<file path="config.mk">
export PLATFORM = sky130hd
export DESIGN_NAME = hazard_ctrl_flat
export DESIGN_NICKNAME = d
export VERILOG_FILES = /design/src/rtl/hazard_ctrl_pkg.sv /design/src/rtl/hazard_ctrl_if.sv /design/src/rtl/hazard_ctrl_fwd_unit.sv /design/src/rtl/hazard_ctrl.sv /design/src/flat_wrapper.sv
export SDC_FILE = /design/constraint.sdc
export NUM_CORES = 1
export LEC_CHECK = 0
export ABC_AREA = 0
export BUFFER_PORTS_ARGS = -buffer_cell sky130_fd_sc_hd__buf_2
export CORE_AREA = 2 2 67 69
export DETAILED_ROUTE_END_ITERATION = 8
export DIE_AREA = 0 0 69 71
export SLEW_MARGIN = 20
export SYNTH_ARGS = -nofsm -noshare
export SYNTH_HDL_FRONTEND = slang
export SYNTH_HIERARCHICAL = 1
export SYNTH_SLANG_ARGS = --single-unit
</file>
<file path="constraint.sdc">
create_clock -name clk -period 3.9 [get_ports clk]
set_clock_uncertainty 0.05 [all_clocks]
set_input_delay 0.39 -clock clk [delete_from_list [all_inputs] [get_ports clk]]
set_output_delay 0.39 -clock clk [all_outputs]
set_load 0.02 [all_outputs]
</file>
<file path="src/rtl/hazard_ctrl_pkg.sv">
// Shared types for the IF/ID/EX hazard controller.
// Sequencer states and EX operand forwarding selects.
package hazard_ctrl_pkg;

  localparam int REG_AW = 5;

  typedef logic [REG_AW-1:0] reg_addr_t;

  typedef enum logic [1:0] {
    RUN      = 2'b00,
    LD_STALL = 2'b01,
    MEM_WAIT = 2'b10,
    FLUSH    = 2'b11
  } hzd_state_t;

  typedef enum logic [1:0] {
    no_fwd  = 2'b00,
    ex_fwd  = 2'b01,
    mem_fwd = 2'b10
  } fwdmux_sel_t;

endpackage

</file>
<file path="src/rtl/hazard_ctrl_if.sv">
// Hazard controller bundle: pipeline status in, stage controls out.
// HAZARD_PERF_CNT_EN adds the stall/flush/miss event counters.
interface hazard_ctrl_if;
  import hazard_ctrl_pkg::*;

  reg_addr_t   id_rs1;
  reg_addr_t   id_rs2;
  logic        id_use_rs1;
  logic        id_use_rs2;
  reg_addr_t   ex_rd;
  logic        ex_load_regfile;
  logic        ex_is_load;
  reg_addr_t   mem_rd;
  logic        mem_load_regfile;
  logic        imem_pend;
  logic        imem_resp;
  logic        dmem_pend;
  logic        dmem_resp;
  logic        br_mispredict;
  logic        stall_if;
  logic        bubble_ex;
  logic        flush_if_id;
  logic        hold_all;
  fwdmux_sel_t fwd_a_sel;
  fwdmux_sel_t fwd_b_sel;
  logic        wdog_err;
`ifdef HAZARD_PERF_CNT_EN
  logic [31:0] stall_cnt;
  logic [31:0] flush_cnt;
  logic [31:0] miss_cnt;
`endif

  modport master (
`ifdef HAZARD_PERF_CNT_EN
    input  stall_cnt, flush_cnt, miss_cnt,
`endif
    output id_rs1, id_rs2, id_use_rs1, id_use_rs2,
    output ex_rd, ex_load_regfile, ex_is_load,
    output mem_rd, mem_load_regfile,
    output imem_pend, imem_resp, dmem_pend, dmem_resp,
    output br_mispredict,
    input  stall_if, bubble_ex, flush_if_id, hold_all,
    input  fwd_a_sel, fwd_b_sel, wdog_err
  );

  modport slave (
`ifdef HAZARD_PERF_CNT_EN
    output stall_cnt, flush_cnt, miss_cnt,
`endif
    input  id_rs1, id_rs2, id_use_rs1, id_use_rs2,
    input  ex_rd, ex_load_regfile, ex_is_load,
    input  mem_rd, mem_load_regfile,
    input  imem_pend, imem_resp, dmem_pend, dmem_resp,
    input  br_mispredict,
    output stall_if, bubble_ex, flush_if_id, hold_all,
    output fwd_a_sel, fwd_b_sel, wdog_err
  );

endinterface

</file>
<file path="src/rtl/hazard_ctrl_fwd_unit.sv">
// Forwarding select for one EX operand.
// EX result beats MEM result; x0 is never forwarded.
module fwd_unit
  import hazard_ctrl_pkg::*;
(
  input  reg_addr_t   rs_i,
  input  reg_addr_t   ex_rd_i,
  input  logic        ex_wr_i,
  input  logic        ex_ld_i,
  input  reg_addr_t   mem_rd_i,
  input  logic        mem_wr_i,
  output fwdmux_sel_t sel_o
);

  logic nz;
  logic ex_hit;
  logic mem_hit;

  assign nz      = |rs_i;
  assign ex_hit  = nz & ex_wr_i & ~ex_ld_i & (rs_i == ex_rd_i);
  assign mem_hit = nz & mem_wr_i & (rs_i == mem_rd_i);

  always_comb begin
    if (ex_hit)       sel_o = ex_fwd;
    else if (mem_hit) sel_o = mem_fwd;
    else              sel_o = no_fwd;
  end

endmodule

</file>
<file path="src/rtl/hazard_ctrl.sv">
// IF/ID/EX hazard sequencer: load-use stall, miss freeze, flush, fwd.
// HAZARD_PERF_CNT_EN enables stall/flush/miss event counters.
module hazard_ctrl
  import hazard_ctrl_pkg::*;
#(
  parameter int FLUSH_BUBBLES = 2,
  parameter int WDOG_W        = 8
) (
  input  logic         clk,
  input  logic         rst,
  hazard_ctrl_if.slave bus
);

  localparam int CNT_W =
    (FLUSH_BUBBLES > 2) ? $clog2(FLUSH_BUBBLES) : 1;
  localparam logic [CNT_W-1:0] FL_LOAD =
    CNT_W'(FLUSH_BUBBLES - 1);
  localparam logic [WDOG_W-1:0] WD_MAX = '1;

  hzd_state_t        state_q, state_d;
  hzd_state_t        ret_q, ret_d;
  hzd_state_t        eff;
  logic [CNT_W-1:0]  cnt_q, cnt_d;
  logic              pend_q, pend_d;
  logic [WDOG_W-1:0] wdog_q, wdog_d;
  logic              err_q, err_d;

  logic miss, mp, lu;
  logic c_miss, c_mp, c_fl, c_lu;
  logic stall, bub, flush, hold;

  assign miss = (bus.imem_pend & ~bus.imem_resp)
              | (bus.dmem_pend & ~bus.dmem_resp);
  assign mp   = bus.br_mispredict | pend_q;
  assign lu   = bus.ex_is_load & bus.ex_load_regfile
              & (|bus.ex_rd)
              & ((bus.id_use_rs1 & (bus.id_rs1 == bus.ex_rd))
               | (bus.id_use_rs2 & (bus.id_rs2 == bus.ex_rd)));

  // A non-missing MEM_WAIT cycle already behaves as the resumed state.
  assign eff = (state_q == MEM_WAIT) ? ret_q : state_q;

  assign c_miss = miss;
  assign c_mp   = ~miss & mp;
  assign c_fl   = ~miss & ~mp & (eff == FLUSH);
  assign c_lu   = ~miss & ~mp & (eff == RUN) & lu;

  always_comb begin
    state_d = state_q;
    ret_d   = ret_q;
    cnt_d   = cnt_q;
    pend_d  = pend_q;
    stall   = 1'b0;
    bub     = 1'b0;
    flush   = 1'b0;
    hold    = 1'b0;
    unique case (1'b1)
      c_miss: begin
        hold    = 1'b1;
        state_d = MEM_WAIT;
        ret_d   = eff;
        pend_d  = pend_q | bus.br_mispredict;
      end
      c_mp: begin
        flush   = 1'b1;
        bub     = 1'b1;
        pend_d  = 1'b0;
        cnt_d   = FL_LOAD;
        state_d = (FLUSH_BUBBLES > 1) ? FLUSH : RUN;
      end
      c_fl: begin
        flush   = 1'b1;
        cnt_d   = cnt_q - 1'b1;
        state_d = (cnt_q == CNT_W'(1)) ? RUN : FLUSH;
      end
      c_lu: begin
        stall   = 1'b1;
        bub     = 1'b1;
        state_d = LD_STALL;
      end
      default: state_d = RUN;
    endcase
  end

  always_comb begin
    wdog_d = '0;
    if (state_q == MEM_WAIT && miss)
      wdog_d = (wdog_q == WD_MAX) ? wdog_q : wdog_q + 1'b1;
    err_d = err_q | (wdog_d == WD_MAX);
  end

  always_ff @(posedge clk or negedge rst) begin
    if (!rst) begin
      state_q <= RUN;
      ret_q   <= RUN;
      cnt_q   <= '0;
      pend_q  <= 1'b0;
      wdog_q  <= '0;
      err_q   <= 1'b0;
    end else begin
      state_q <= state_d;
      ret_q   <= ret_d;
      cnt_q   <= cnt_d;
      pend_q  <= pend_d;
      wdog_q  <= wdog_d;
      err_q   <= err_d;
    end
  end

  assign bus.stall_if    = stall;
  assign bus.bubble_ex   = bub;
  assign bus.flush_if_id = flush;
  assign bus.hold_all    = hold;
  assign bus.wdog_err    = err_q;

  fwd_unit u_fwd_a (
    .rs_i     (bus.id_rs1),
    .ex_rd_i  (bus.ex_rd),
    .ex_wr_i  (bus.ex_load_regfile),
    .ex_ld_i  (bus.ex_is_load),
    .mem_rd_i (bus.mem_rd),
    .mem_wr_i (bus.mem_load_regfile),
    .sel_o    (bus.fwd_a_sel)
  );

  fwd_unit u_fwd_b (
    .rs_i     (bus.id_rs2),
    .ex_rd_i  (bus.ex_rd),
    .ex_wr_i  (bus.ex_load_regfile),
    .ex_ld_i  (bus.ex_is_load),
    .mem_rd_i (bus.mem_rd),
    .mem_wr_i (bus.mem_load_regfile),
    .sel_o    (bus.fwd_b_sel)
  );

`ifdef HAZARD_PERF_CNT_EN
  logic [31:0] scnt_q, fcnt_q, mcnt_q;

  always_ff @(posedge clk or negedge rst) begin
    if (!rst) begin
      scnt_q <= '0;
      fcnt_q <= '0;
      mcnt_q <= '0;
    end else begin
      scnt_q <= scnt_q + {31'd0, stall};
      fcnt_q <= fcnt_q + {31'd0, c_mp};
      mcnt_q <= mcnt_q + {31'd0, hold};
    end
  end

  assign bus.stall_cnt = scnt_q;
  assign bus.flush_cnt = fcnt_q;
  assign bus.miss_cnt  = mcnt_q;
`endif

endmodule

</file>
<file path="src/flat_wrapper.sv">
// flat-port wrapper written by rule: the top's interface ports become plain ports
module hazard_ctrl_flat import hazard_ctrl_pkg::*;
#(
  parameter int FLUSH_BUBBLES = 2,
  parameter int WDOG_W        = 8
)
  (clk, rst, bus_id_rs1, bus_id_rs2, bus_id_use_rs1, bus_id_use_rs2, bus_ex_rd, bus_ex_load_regfile, bus_ex_is_load, bus_mem_rd, bus_mem_load_regfile, bus_imem_pend, bus_imem_resp, bus_dmem_pend, bus_dmem_resp, bus_br_mispredict, bus_stall_if, bus_bubble_ex, bus_flush_if_id, bus_hold_all, bus_fwd_a_sel, bus_fwd_b_sel, bus_wdog_err);
  hazard_ctrl_if bus_i ();
  input  logic clk;
  input  logic rst;
  input wire logic [$bits(bus_i.id_rs1)-1:0] bus_id_rs1;
  input wire logic [$bits(bus_i.id_rs2)-1:0] bus_id_rs2;
  input wire logic [$bits(bus_i.id_use_rs1)-1:0] bus_id_use_rs1;
  input wire logic [$bits(bus_i.id_use_rs2)-1:0] bus_id_use_rs2;
  input wire logic [$bits(bus_i.ex_rd)-1:0] bus_ex_rd;
  input wire logic [$bits(bus_i.ex_load_regfile)-1:0] bus_ex_load_regfile;
  input wire logic [$bits(bus_i.ex_is_load)-1:0] bus_ex_is_load;
  input wire logic [$bits(bus_i.mem_rd)-1:0] bus_mem_rd;
  input wire logic [$bits(bus_i.mem_load_regfile)-1:0] bus_mem_load_regfile;
  input wire logic [$bits(bus_i.imem_pend)-1:0] bus_imem_pend;
  input wire logic [$bits(bus_i.imem_resp)-1:0] bus_imem_resp;
  input wire logic [$bits(bus_i.dmem_pend)-1:0] bus_dmem_pend;
  input wire logic [$bits(bus_i.dmem_resp)-1:0] bus_dmem_resp;
  input wire logic [$bits(bus_i.br_mispredict)-1:0] bus_br_mispredict;
  output wire logic [$bits(bus_i.stall_if)-1:0] bus_stall_if;
  output wire logic [$bits(bus_i.bubble_ex)-1:0] bus_bubble_ex;
  output wire logic [$bits(bus_i.flush_if_id)-1:0] bus_flush_if_id;
  output wire logic [$bits(bus_i.hold_all)-1:0] bus_hold_all;
  output wire logic [$bits(bus_i.fwd_a_sel)-1:0] bus_fwd_a_sel;
  output wire logic [$bits(bus_i.fwd_b_sel)-1:0] bus_fwd_b_sel;
  output wire logic [$bits(bus_i.wdog_err)-1:0] bus_wdog_err;
  assign bus_i.id_rs1 = bus_id_rs1;
  assign bus_i.id_rs2 = bus_id_rs2;
  assign bus_i.id_use_rs1 = bus_id_use_rs1;
  assign bus_i.id_use_rs2 = bus_id_use_rs2;
  assign bus_i.ex_rd = bus_ex_rd;
  assign bus_i.ex_load_regfile = bus_ex_load_regfile;
  assign bus_i.ex_is_load = bus_ex_is_load;
  assign bus_i.mem_rd = bus_mem_rd;
  assign bus_i.mem_load_regfile = bus_mem_load_regfile;
  assign bus_i.imem_pend = bus_imem_pend;
  assign bus_i.imem_resp = bus_imem_resp;
  assign bus_i.dmem_pend = bus_dmem_pend;
  assign bus_i.dmem_resp = bus_dmem_resp;
  assign bus_i.br_mispredict = bus_br_mispredict;
  assign bus_stall_if = bus_i.stall_if;
  assign bus_bubble_ex = bus_i.bubble_ex;
  assign bus_flush_if_id = bus_i.flush_if_id;
  assign bus_hold_all = bus_i.hold_all;
  assign bus_fwd_a_sel = bus_i.fwd_a_sel;
  assign bus_fwd_b_sel = bus_i.fwd_b_sel;
  assign bus_wdog_err = bus_i.wdog_err;
  hazard_ctrl #(.FLUSH_BUBBLES(FLUSH_BUBBLES), .WDOG_W(WDOG_W)) u_core (.clk(clk), .rst(rst), .bus(bus_i));
endmodule
</file>
==> flow_summary.ini <==
[cts]
clock_latency_on_the_worst_skew_pair_ps = 250
tritoncts.num_buffers = 3
post_cts_hold_buffer_count = 0
post_cts.repair.setup_buffers = 0
tritoncts = done
cts.reportedPaths.clkPinSlew_ps = 60
clock_path_buffers = 2
cts_htree_levels = 1
clockRootBuffer = sky130_fd_sc_hd__clkbuf_8
clock_sink_count = 15
cts.repair.resized = 0

[outcome]
run_status = finished with violations
violations = hold timing

[timing]
setup-tns-final_ps = 0
maxSlewHeadroom = 0.763
finalSetupViolCount = 0
worst_margin_slew_ps = 355
final.min_clock_period_ps = 2260
finalMaxSlewViolations = 0
whs_ps = -7.15
final_hold_viol_count = 15
fin_crit_sh = 0.579
clock.fmax_mhz = 443
grt_setup_unrepaired = false

[global_routing]
grt_max_degree = 16
grt_pass1_wl_mm = 4.84
gr-total-overflow = 0
grt_use_total = 0.120
initial_antenna_violation_count = 0
first_global_vias = 1138

[setup_path]
critical_path_endpoint_category = output port
setup.worst_path.class = input pin to output port
required_ps = 3460
critical_path_startpoint_category = input pin
worstPathArrival_ps = 1820
crit_fanout = 5

[floorplanning]
standard_cell_core_area_mm2 = 0.00420
dieWidth_um = 69
ioPinCount = 41
cell_rows = 24
die_y_um = 71
initial_core_util = 0.291
total_die_area_mm2 = 0.00490

[synthesis]
synthXorXnorAreaFrac = 0.236
synth_sequential_area_ratio = 0.307
synthMuxAreaShare = 0.0174
post_synth_and_or_nand_nor_area_fraction = 0.289
synthArstFlopShare = 1.00
synthTopCellsByArea = sky130_fd_sc_hd__dfrtp_1, sky130_fd_sc_hd__xnor2_1, sky130_fd_sc_hd__xor2_1
synth_fp_nets = 169
post_synth_edffs = 0
yosysWarnings = 6
netlist_cell_types = 39
share_of_the_synthesized_area_in_compound_gates_ao_oa_aoi_oai = 0.111
synth-seq-cells = 15
synthesis.area_mm2 = 0.00122
synth_top_cell_area_share = 0.307
synthAdderAreaFrac = 0.0102
syn-instance-count = 136
synth.avg_cell_area_um2 = 9.00
flip_flop_cell_with_the_highest_count_after_synthesis = sky130_fd_sc_hd__dfrtp_1
synth_top_family_by_area = simple AND/OR/NAND/NOR gates
synth_top_cell_by_area = sky130_fd_sc_hd__dfrtp_1

[final_layout]
final-seq-area_um2 = 375
stdcell_count = 229
layout.cells.most_common = sky130_fd_sc_hd__buf_2
layout.cell_area.non_filler_mm2 = 0.00151
area_occupied_by_multi_input_gates_um2 = 813
layout_cells_sized_above_1 = 0.305
diodes = 0
final_cell_mix = sky130_fd_sc_hd__buf_2, sky130_fd_sc_hd__xnor2_1, sky130_fd_sc_hd__dfrtp_1, sky130_fd_sc_hd__nand2_1
areaGrowthSynthToFinish_pct = 23.5
finalCoreUtilization = 0.360
nNetsFinal = 211
fill_cells = 451

[routing]
detail_route.iter0.violations = 52
routed-via-count = 1144
post_route_antenna_net_violation_count = 0
post_detailed_route_drc_marker_count = 0
via_per_inst = 5.00
routed_wirelength_mm = 2.77
route.detailed.wl_per_inst_um = 12.1
drtPass1Iterations = 4

[power]
irDropWorstVdd_uv = 211
power_leakage_uw = 0.000627
p_per_area_mw_per_mm2 = 274

[placed_design]
place.detailed.instances = 225
gpl.final_weighted_congestion = 0.827
dpl.hpwl_mm = 2.20
post_dp_cell_area_mm2 = 0.00147
port_buffers = 40

[min_path]
worstHoldPathType = input pin to async pin

[job]
maxCapViolCount = 0
## metal layers
metal | GRT usage | share of wire | vias up
li1 | - | - | 577
met1 | 0.140 | 0.46 | 529
met2 | 0.209 | 0.46 | 34
met3 | 0.0228 | 0.055 | 4
met4 | 0.0654 | 0.021 | 0
met5 | 0 | 0 | -
## cell families (layout without fill, tap and decap cells)
kind of cell / after synthesis / after routing
adder cells (fa/ha/maj): 1 / 1
XOR/XNOR: 33 / 33
AND/OR/NAND/NOR: 59 / 59
buffers and inverters: 6 / 47
AO/OA/AOI/OAI: 20 / 20
flip-flops: 15 / 15
multiplexers: 2 / 2
## worst paths after layout
check                                     from                  end  slack, ps  depth (start not counted)
max                               bus_ex_rd[3]         bus_stall_if       1640                          7
min                                        rst     u_core/wdog_q[6]         -7                          1
min in group clk           u_core/bus.wdog_err  u_core/bus.wdog_err        410                          1
min reg2reg                u_core/bus.wdog_err  u_core/bus.wdog_err        410                          1
max in group asynchronous                  rst    u_core/state_q[0]       3550                          1
max reg2reg                   u_core/wdog_q[0]  u_core/bus.wdog_err       1960                          6
## cell type report
| type | instances | share of cell area |
|---|---|---|
| sequential | 15 | 0.248 |
| timing repair buffer | 40 | 0.132 |
| tap | 52 | 0.0430 |
| inverter | 3 | 0.00828 |
| multi-input combinational | 115 | 0.538 |
| clock buffer | 4 | 0.0298 |
## state kept, by name, summed over array words and instances (netlist names)
name and flops:
u_core/bus.wdog_err 1, u_core/cnt_q 1, u_core/pend_q 1, u_core/ret_q 2
u_core/state_q 2, u_core/wdog_q 8
## where the power goes
group | switching (uW) | leakage (uW) | internal (uW) | total [uW]
logic | 58.0 | 0.000412 | 50.4 | 108
registers | 11.9 | 0.000192 | 168 | 180
clock network | 53.4 | 0.0000228 | 72.3 | 126
total | 123 | 0.000627 | 290 | 414
## synth_stat cells (all sizes together) (2+ instances only)
| library cell | instances |
|---|---|
| xnor2 | 24 |
| dfrtp | 15 |
| nand2 | 11 |
| nor2 | 11 |
| xor2 | 9 |
| nor3 | 8 |
| nor4 | 6 |
| a21oi | 5 |
| o21ai | 5 |
| nand3 | 4 |
| nand4 | 4 |
| buf | 3 |
| nand3b | 3 |
| a31oi | 2 |
| and3 | 2 |
| inv | 2 |
| nand4b | 2 |
| nor2b | 2 |
| or4 | 2 |
## critical path, stage by stage
cell	delay (ps)
sky130_fd_sc_hd__buf_2	140
sky130_fd_sc_hd__xor2_1	160
sky130_fd_sc_hd__nor4_1	290
sky130_fd_sc_hd__nand3_1	110
sky130_fd_sc_hd__a221o_1	390
sky130_fd_sc_hd__nor4_2	140
sky130_fd_sc_hd__buf_2	200
## through the flow
| step | power, uW | setup WS, ps |
|---|---|---|
| 2_1_floorplan | 245 | 1810 |
| 3_3_place_gp | 291 | 1650 |
| 3_5_place_dp | 291 | 1640 |
| 4_1_cts | 419 | 1640 |
| 5_1_grt | 441 | 1510 |
| 6_report | 414 | 1640 |
No activity file was read; power rests on OpenSTA's default activity.
